File: src/rtl/cpu_seq_pkg.sv
// Shared definitions for the CPU sequencer: state encoding, opcode bit
// positions and default parameter values.
package cpu_seq_pkg;

    typedef enum logic [2:0] {
        S_IDLE   = 3'd0,
        S_FETCH  = 3'd1,
        S_DECODE = 3'd2,
        S_EXEC   = 3'd3,
        S_MEM    = 3'd4,
        S_WB     = 3'd5,
        S_ERR    = 3'd6
    } state_t;

    localparam int OP_FUNC_LO = 0;
    localparam int OP_FUNC_HI = 1;
    localparam int OP_LOAD    = 2;
    localparam int OP_JUMP    = 3;

    localparam int DEF_MEM_TIMEOUT = 15;
    localparam int DEF_CNT_W       = 16;

endpackage

File: src/rtl/cpu_sequencer_op_decode.sv
// Opcode decoder: turns the 4-bit instruction register into the control
// qualifiers used by EXEC, MEM and WB.
module op_decode
    import cpu_seq_pkg::*;
(
    input  logic [3:0] ir,
    output logic [1:0] func,
    output logic       load,
    output logic       store,
    output logic       jump,
    output logic       wr,
    output logic       inc
);

    assign func  = ir[OP_FUNC_HI:OP_FUNC_LO];
    assign load  = ir[OP_LOAD];
    assign store = ir[OP_FUNC_HI] & ~ir[OP_FUNC_LO];
    assign jump  = ir[OP_JUMP];
    assign wr    = ir[OP_JUMP] | ~ir[OP_FUNC_HI];
    assign inc   = ~ir[OP_JUMP];

endmodule

File: src/rtl/cpu_sequencer.sv
// Multi-cycle instruction sequencer: FETCH/DECODE/EXEC/MEM/WB with memory
// timeout into a sticky error state. All strobes are Moore outputs.
module cpu_sequencer
    import cpu_seq_pkg::*;
#(
    parameter int MEM_TIMEOUT = DEF_MEM_TIMEOUT,
    parameter int CNT_W       = DEF_CNT_W
) (
    input  logic             clk,
    input  logic             rst_n,
    input  logic             start,
    input  logic             halt_req,
    input  logic [3:0]       instr_data,
    input  logic             mem_ack,
    output logic             mem_req,
    output logic             mem_we,
    output logic             alu_en,
    output logic [1:0]       alu_func,
    output logic             pc_inc,
    output logic             pc_load,
    output logic             reg_write,
    output logic             busy,
    output logic             err,
    output logic [CNT_W-1:0] retired
);

    localparam int WT_W = $clog2(MEM_TIMEOUT + 1);

    state_t            state, state_nxt;
    logic [3:0]        ir;
    logic [WT_W-1:0]   wait_cnt;
    logic [1:0]        func;
    logic              load, store, jump, wr, inc;
    logic              timeout;

    op_decode u_dec (
        .ir    (ir),
        .func  (func),
        .load  (load),
        .store (store),
        .jump  (jump),
        .wr    (wr),
        .inc   (inc)
    );

    // Last stalled cycle of a request: ack still wins if it arrives now.
    assign timeout = (wait_cnt == WT_W'(MEM_TIMEOUT - 1));

    always_ff @(posedge clk) begin
        if (!rst_n) begin
            state    <= S_IDLE;
            ir       <= 4'd0;
            wait_cnt <= '0;
            retired  <= '0;
        end else begin
            state <= state_nxt;
            if (state == S_FETCH && mem_ack)
                ir <= instr_data;
            if (state_nxt != state)
                wait_cnt <= '0;
            else if (mem_req && !mem_ack)
                wait_cnt <= wait_cnt + 1'b1;
            if (state == S_WB)
                retired <= retired + CNT_W'(1);
        end
    end

    always_comb begin
        state_nxt = state;
        mem_req   = 1'b0;
        mem_we    = 1'b0;
        alu_en    = 1'b0;
        alu_func  = 2'b00;
        pc_inc    = 1'b0;
        pc_load   = 1'b0;
        reg_write = 1'b0;
        busy      = 1'b1;
        err       = 1'b0;
        case (state)
            S_IDLE: begin
                busy = 1'b0;
                if (start) state_nxt = S_FETCH;
            end
            S_FETCH: begin
                mem_req = 1'b1;
                if (mem_ack)      state_nxt = S_DECODE;
                else if (timeout) state_nxt = S_ERR;
            end
            S_DECODE: state_nxt = S_EXEC;
            S_EXEC: begin
                alu_en    = 1'b1;
                alu_func  = func;
                pc_load   = jump;
                state_nxt = ((load | store) & ~jump) ? S_MEM : S_WB;
            end
            S_MEM: begin
                mem_req = 1'b1;
                mem_we  = store;
                if (mem_ack)      state_nxt = S_WB;
                else if (timeout) state_nxt = S_ERR;
            end
            S_WB: begin
                reg_write = wr;
                pc_inc    = inc;
                state_nxt = halt_req ? S_IDLE : S_FETCH;
            end
            S_ERR: begin
                busy = 1'b0;
                err  = 1'b1;
            end
            default: begin
                busy      = 1'b0;
                state_nxt = S_IDLE;
            end
        endcase
    end

endmodule

File: config.mk
export PLATFORM = sky130hd
export DESIGN_NAME = cpu_sequencer
export DESIGN_NICKNAME = d
export VERILOG_FILES = /design/src/rtl/cpu_seq_pkg.sv /design/src/rtl/cpu_sequencer_op_decode.sv /design/src/rtl/cpu_sequencer.sv
export SDC_FILE = /design/constraint.sdc
export NUM_CORES = 1
export LEC_CHECK = 0
export ABC_AREA = 1
export BUFFER_PORTS_ARGS = -buffer_cell sky130_fd_sc_hd__buf_2
export CAP_MARGIN = 30
export CORE_ASPECT_RATIO = 0.7
export CORE_MARGIN = 3
export CORE_UTILIZATION = 45
export CTS_BUF_LIST = sky130_fd_sc_hd__clkbuf_8 sky130_fd_sc_hd__clkbuf_16
export DETAILED_ROUTE_END_ITERATION = 10
export PLACE_DENSITY_LB_ADDON = 0.05
export SLEW_MARGIN = 20
export SYNTH_ARGS = -nofsm -noshare
export SYNTH_HDL_FRONTEND = slang
export SYNTH_SLANG_ARGS = --single-unit
File: constraint.sdc
create_clock -name clk -period 2.2 [get_ports clk]
set_input_delay 0.33 -clock clk [delete_from_list [all_inputs] [get_ports clk]]
set_output_delay 0.33 -clock clk [all_outputs]
set_load 0.01 [all_outputs]
* Word level (Yosys, flattened, before mapping)
Cells that the tools add are included.
** Cells by class
- Equal/unequal tests :: 8
- Reductions and logical operators :: 7
- Divide/modulo/power cells :: 0
- Shifts and indexed selects :: 0
- Multiply operators :: 0
- Magnitude comparators :: 0
- Bitwise logic cells :: 8
- Add/subtract/negate cells :: 2
- Mux-type cells :: 16
** Operator list (count)
- 3-bit one-hot mux with 7 select lines :: 1
- 16-bit by 1-bit adder with 16-bit output (second input constant) :: 1
- 3-bit two-way mux :: 4
- 1-bit two-way mux :: 10
- 3-bit equality test (second input constant) :: 3
- 3-bit by 2-bit equality test with 1-bit output (second input constant) :: 2
- 5-bit OR reduction :: 1
- 4-bit by 1-bit adder with 4-bit output (second input constant) :: 1
- 4-bit equality test (second input constant) :: 1
- 1-bit NOT :: 4
- 2-bit OR reduction :: 2
- 3-bit by 1-bit equality test with 1-bit output (second input constant) :: 1
- 3-bit zero test :: 1
- 3-bit inequality test :: 1
- 1-bit AND :: 2
- 1-bit logical AND :: 2
- 2-bit two-way mux :: 1
- 1-bit bitwise OR :: 2
- 1-bit zero test :: 1
** Word-level totals
- Word-level logic and storage cells :: 45
- Input port bits :: 9
- Bits in read-only memories :: 0
- Memories :: 0
- Bits in latches :: 0
- Bits in writable memories :: 0
- Flip-flop bits (word level) :: 27

* Longest topological paths before layout
- Word-level depth :: 8
- Mapped depth :: 11
- Mapped depth without buffers :: 11

* Hierarchy
Synthesis repeated with hierarchy kept, for this count alone.
** Unflattened totals
- Cell total of the unflattened synthesis :: 237
- Area, all modules :: 1525.2 µm²
** Modules (own cells, without submodules)
- cpu_sequencer :: cells an instance 229, area an instance 1477.7 µm², sequential area each 540.5 µm², instances 1
- op_decode :: cells an instance 8, area an instance 47.5 µm², sequential area each 0.0 µm², instances 1

* Least setup slack after synthesis
No wires, ideal clock.
- Path kind :: reg2reg
- Start :: register retired[1]
- End :: register retired[12]
- Library setup time :: 0.116 ns
- Path buffers :: 0
- Arrival :: 1.237 ns
- Slack :: 0.847 ns
- Clock period less this slack :: 1.353 ns
- Stages on the path, launching flop included :: 9
- Cells stage by stage :: dfxtp_1 ha_1 inv_1 nor3_4 nand3_2 inv_2 nand2_1 o21ai_0 nor2_1
** Between the ends
- Word-level cells in the longest chain between the ends :: 1
** RTL lines
- from (decl) :: line cpu_sequencer.sv:24 : output logic [CNT_W-1:0] retired
- from (signal assigned) :: line cpu_sequencer.sv:64 : retired <= retired + CNT_W'(1);
- 16-bit by 1-bit adder with 16-bit output :: line cpu_sequencer.sv:64
Every way passes these cells.
A chain may end at the register's enable or synchronous reset.

* Worst setup path in the final report
- Start :: register state[0]
- End :: output port alu_func[0]
** Between the ends
- Word-level cells in the longest chain between the ends :: 2
** RTL lines
- from (decl) :: line cpu_sequencer.sv:29 : state_t state, state_nxt;
- from (signal assigned) :: line cpu_sequencer.sv:56 : state <= state_nxt;
- 3-bit by 2-bit equality test with 1-bit output :: line cpu_sequencer.sv:79 : case (state)
- 2-bit two-way mux :: line cpu_sequencer.sv:79
- to (decl) :: line cpu_sequencer.sv:18 : output logic [1:0] alu_func,
Every way passes these cells.

==> impl_metrics.toml <==
[outcome]
outcome = "finished clean"

[floorplanning]
die_area_um2 = 4090
initial_utilization_pct = 50.5
die_width_um = 75.2
io_pins = 35
die_h_um = 54.4
rows = 16
core_region_area_um2 = 2980

[grt]
track_usage_pct = 17.0
antenna_found_initial = 0
grt_start_max_net_pins = 19
grt_pass1_vias = 1235
grt-ovfl-total = 0
grt_pass1_wl_mm = 5.40

[timing]
finalSetupViolCount = 0
skew_ps = 6.36
timing.fmax_mhz = 558
finalCritPeriodShare_pct = 81.5
worstMarginPinSlew_ps = 454
slew_violations = 0
whs_ps = 339
hold_viol = 0
period_minus_slack_ps = 1790
fin_setup_tns_ps = 0
rsz0062_at_grt = "no"
relSlewSlack_pct = 69.7
setup_ws_ps = 407

[cts]
cts_max_path_buffers = 2
numCtsBuffers = 3
cts_tree = "yes"
cts.sinks = 27
root_buffer = "clkbuf_8"
h-tree-depth = 1
cts-hold-fix-buffers = 0
clkSlewWorstSetupHoldPaths_ps = 90
cts_setup_buffers = 0
insertion_delay_ps = 270
ctsResizeCount = 0

[synth]
synthFlopType = "dfxtp_1"
yosysWarnings = 0
syn_nets = 230
netlist_area_um2 = 1510
synthesis.instances = 218
synth_edf_count = 0
ys_ff_latch = 27
avgSynthCellArea_um2 = 6.92
yosys.cell_types.count = 29
seq_area_frac_synth_pct = 35.9
async_flop_share_pct = 0

[cells_and_area]
num_antenna_cells = 0
final_common_cell = "inv_1"
area_growth_pct = 15.9
fill_cells = 298
num-nets-final = 266
final_util_pct = 58.6
drive_gt1_share_pct = 24.1
layout_common_cells = "inv_1 (41), buf_2 (34), nand2_1 (33)"

[route]
drc = 0
drt_pass1_iterations = 4
avgViaCountPerCell = 4.85
num_vias = 1402
first_iter_violations = 60
wl_mm = 3.16
detail-route-antenna-nets = 0
routedWlPerCell_um = 10.9

[worst_hold_path]
min-delay-start = "instr_data[2]"
whs_path_depth = 3
hp-class = "input port to flip-flop"
min_to = "ir[2]"

[critical_path]
ff2ff_path_depth = 9
max_stage_delay_ps = 610
r2r-start = "state[0]"
r2r_end = "retired[15]"
cp-start-kind = "flip-flop"
crit_fanout = 10
critPathSlowestCell = "dfxtp_1"
cp.arrival_ps = 1460
r2r_setup_slack_ps = 550
critPathKind = "flip-flop to output port"
cp-end-kind = "output port"
crit_chain = "nand3_1 -> nor2_1 -> buf_2"
required_ps = 1870

[power_and_ir_drop]
p_total_mw = 0.903
ir_drop_uv = 367
power_leakage_nw = 0.848
p_per_area_nw_per_um2 = 517

[placement]
dp_hpwl_mm = 2.49
post-place-ws_ps = 594
portBuffers = 34
gp_congestion = 0.827

[run]
maxCapViolCount = 0
-- cells in the mapped netlist (2+ instances only) --
cell type | count | area share (%)
nor2_4 | 2 | 1.5
nor2_1 | 26 | 6.5
nand3_2 | 4 | 2.7
nand2_1 | 33 | 8.2
inv_2 | 4 | 1.0
a21oi_1 | 19 | 6.3
ha_1 | 3 | 2.5
dfxtp_1 | 27 | 36
inv_1 | 41 | 10
nand2_2 | 5 | 2.1
nand4_1 | 6 | 2.5
xor2_1 | 3 | 1.7
nand3_1 | 11 | 3.7
nor3_1 | 2 | 0.66
nor2_2 | 2 | 0.83
a31oi_1 | 2 | 0.83
o21ai_0 | 16 | 5.3
-- metrics by stage --
stage | area [um2] | std cells
final | 1750 | 289
after global routing | 1750 | 289
after CTS | 1750 | 289
after detailed placement | 1700 | 285
after global placement | 1700 | 285
after floorplan | 1510 | 218
-- area by class of cell --
| cell class | count | area [um2] | share of cell area (%) |
|---|---|---|---|
| clock buffers | 3 | 41.3 | 2.36 |
| clock inverters | 1 | 5.00 | 0.287 |
| inverters | 46 | 175 | 10.0 |
| multi-input cells | 142 | 769 | 44.1 |
| flip-flops and latches | 27 | 541 | 30.9 |
| well taps | 36 | 45.0 | 2.58 |
| repair buffers | 34 | 170 | 9.74 |
-- critical path: cells and delay by family, from the launching register on --
family | cells | cell delay, ps
AND/OR/NAND/NOR | 2 | 430
flip-flops | 1 | 610
buffers and inverters | 1 | 150
-- registers in the layout, summed over array words and instances, names as in the netlist --
register,flops
retired,16
ir,4
wait_cnt,4
state,3
-- metal layers --
layer	track usage, %	vias up	part of all wire [%]
li1	-	762	-
met1	25.8	605	55
met2	23.7	33	38
met3	5.32	2	6.4
met4	2.62	0	0.38
met5	0	-	0
-- power by group --
part	internal (mW)	total [mW]	switching (mW)	leakage, nW
Sequential	0.498	0.513	0.0148	0.218
Clock	0.127	0.280	0.153	0.0255
Combinational	0.0390	0.110	0.0710	0.604
-- worst max path at each step --
stage | cells after the start | to | slack [ps] | startpoint
floorplan | 8 | retired[12] | 850 | retired[1]
global placement | 8 | retired[11] | 610 | state[0]
detailed placement | 9 | retired[15] | 590 | state[0]
CTS | 3 | pc_load | 430 | state[0]
global route | 3 | pc_load | 330 | state[0]
finish | 3 | alu_func[0] | 410 | state[0]
-- logic make-up (layout without fill, tap and decap cells) --
group           after synthesis  count (layout)  share of synthesized area (%)
compound gates               40              40                           14.1
xor+xnor                      4               4                           2.32
flops                        27              27                           35.9
buf+inv                      49              84                           13.1
fa+ha+maj                     3               3                           2.49
simple gates                 95              95                           32.1
Note: power is estimated with default switching activity, not from simulation.
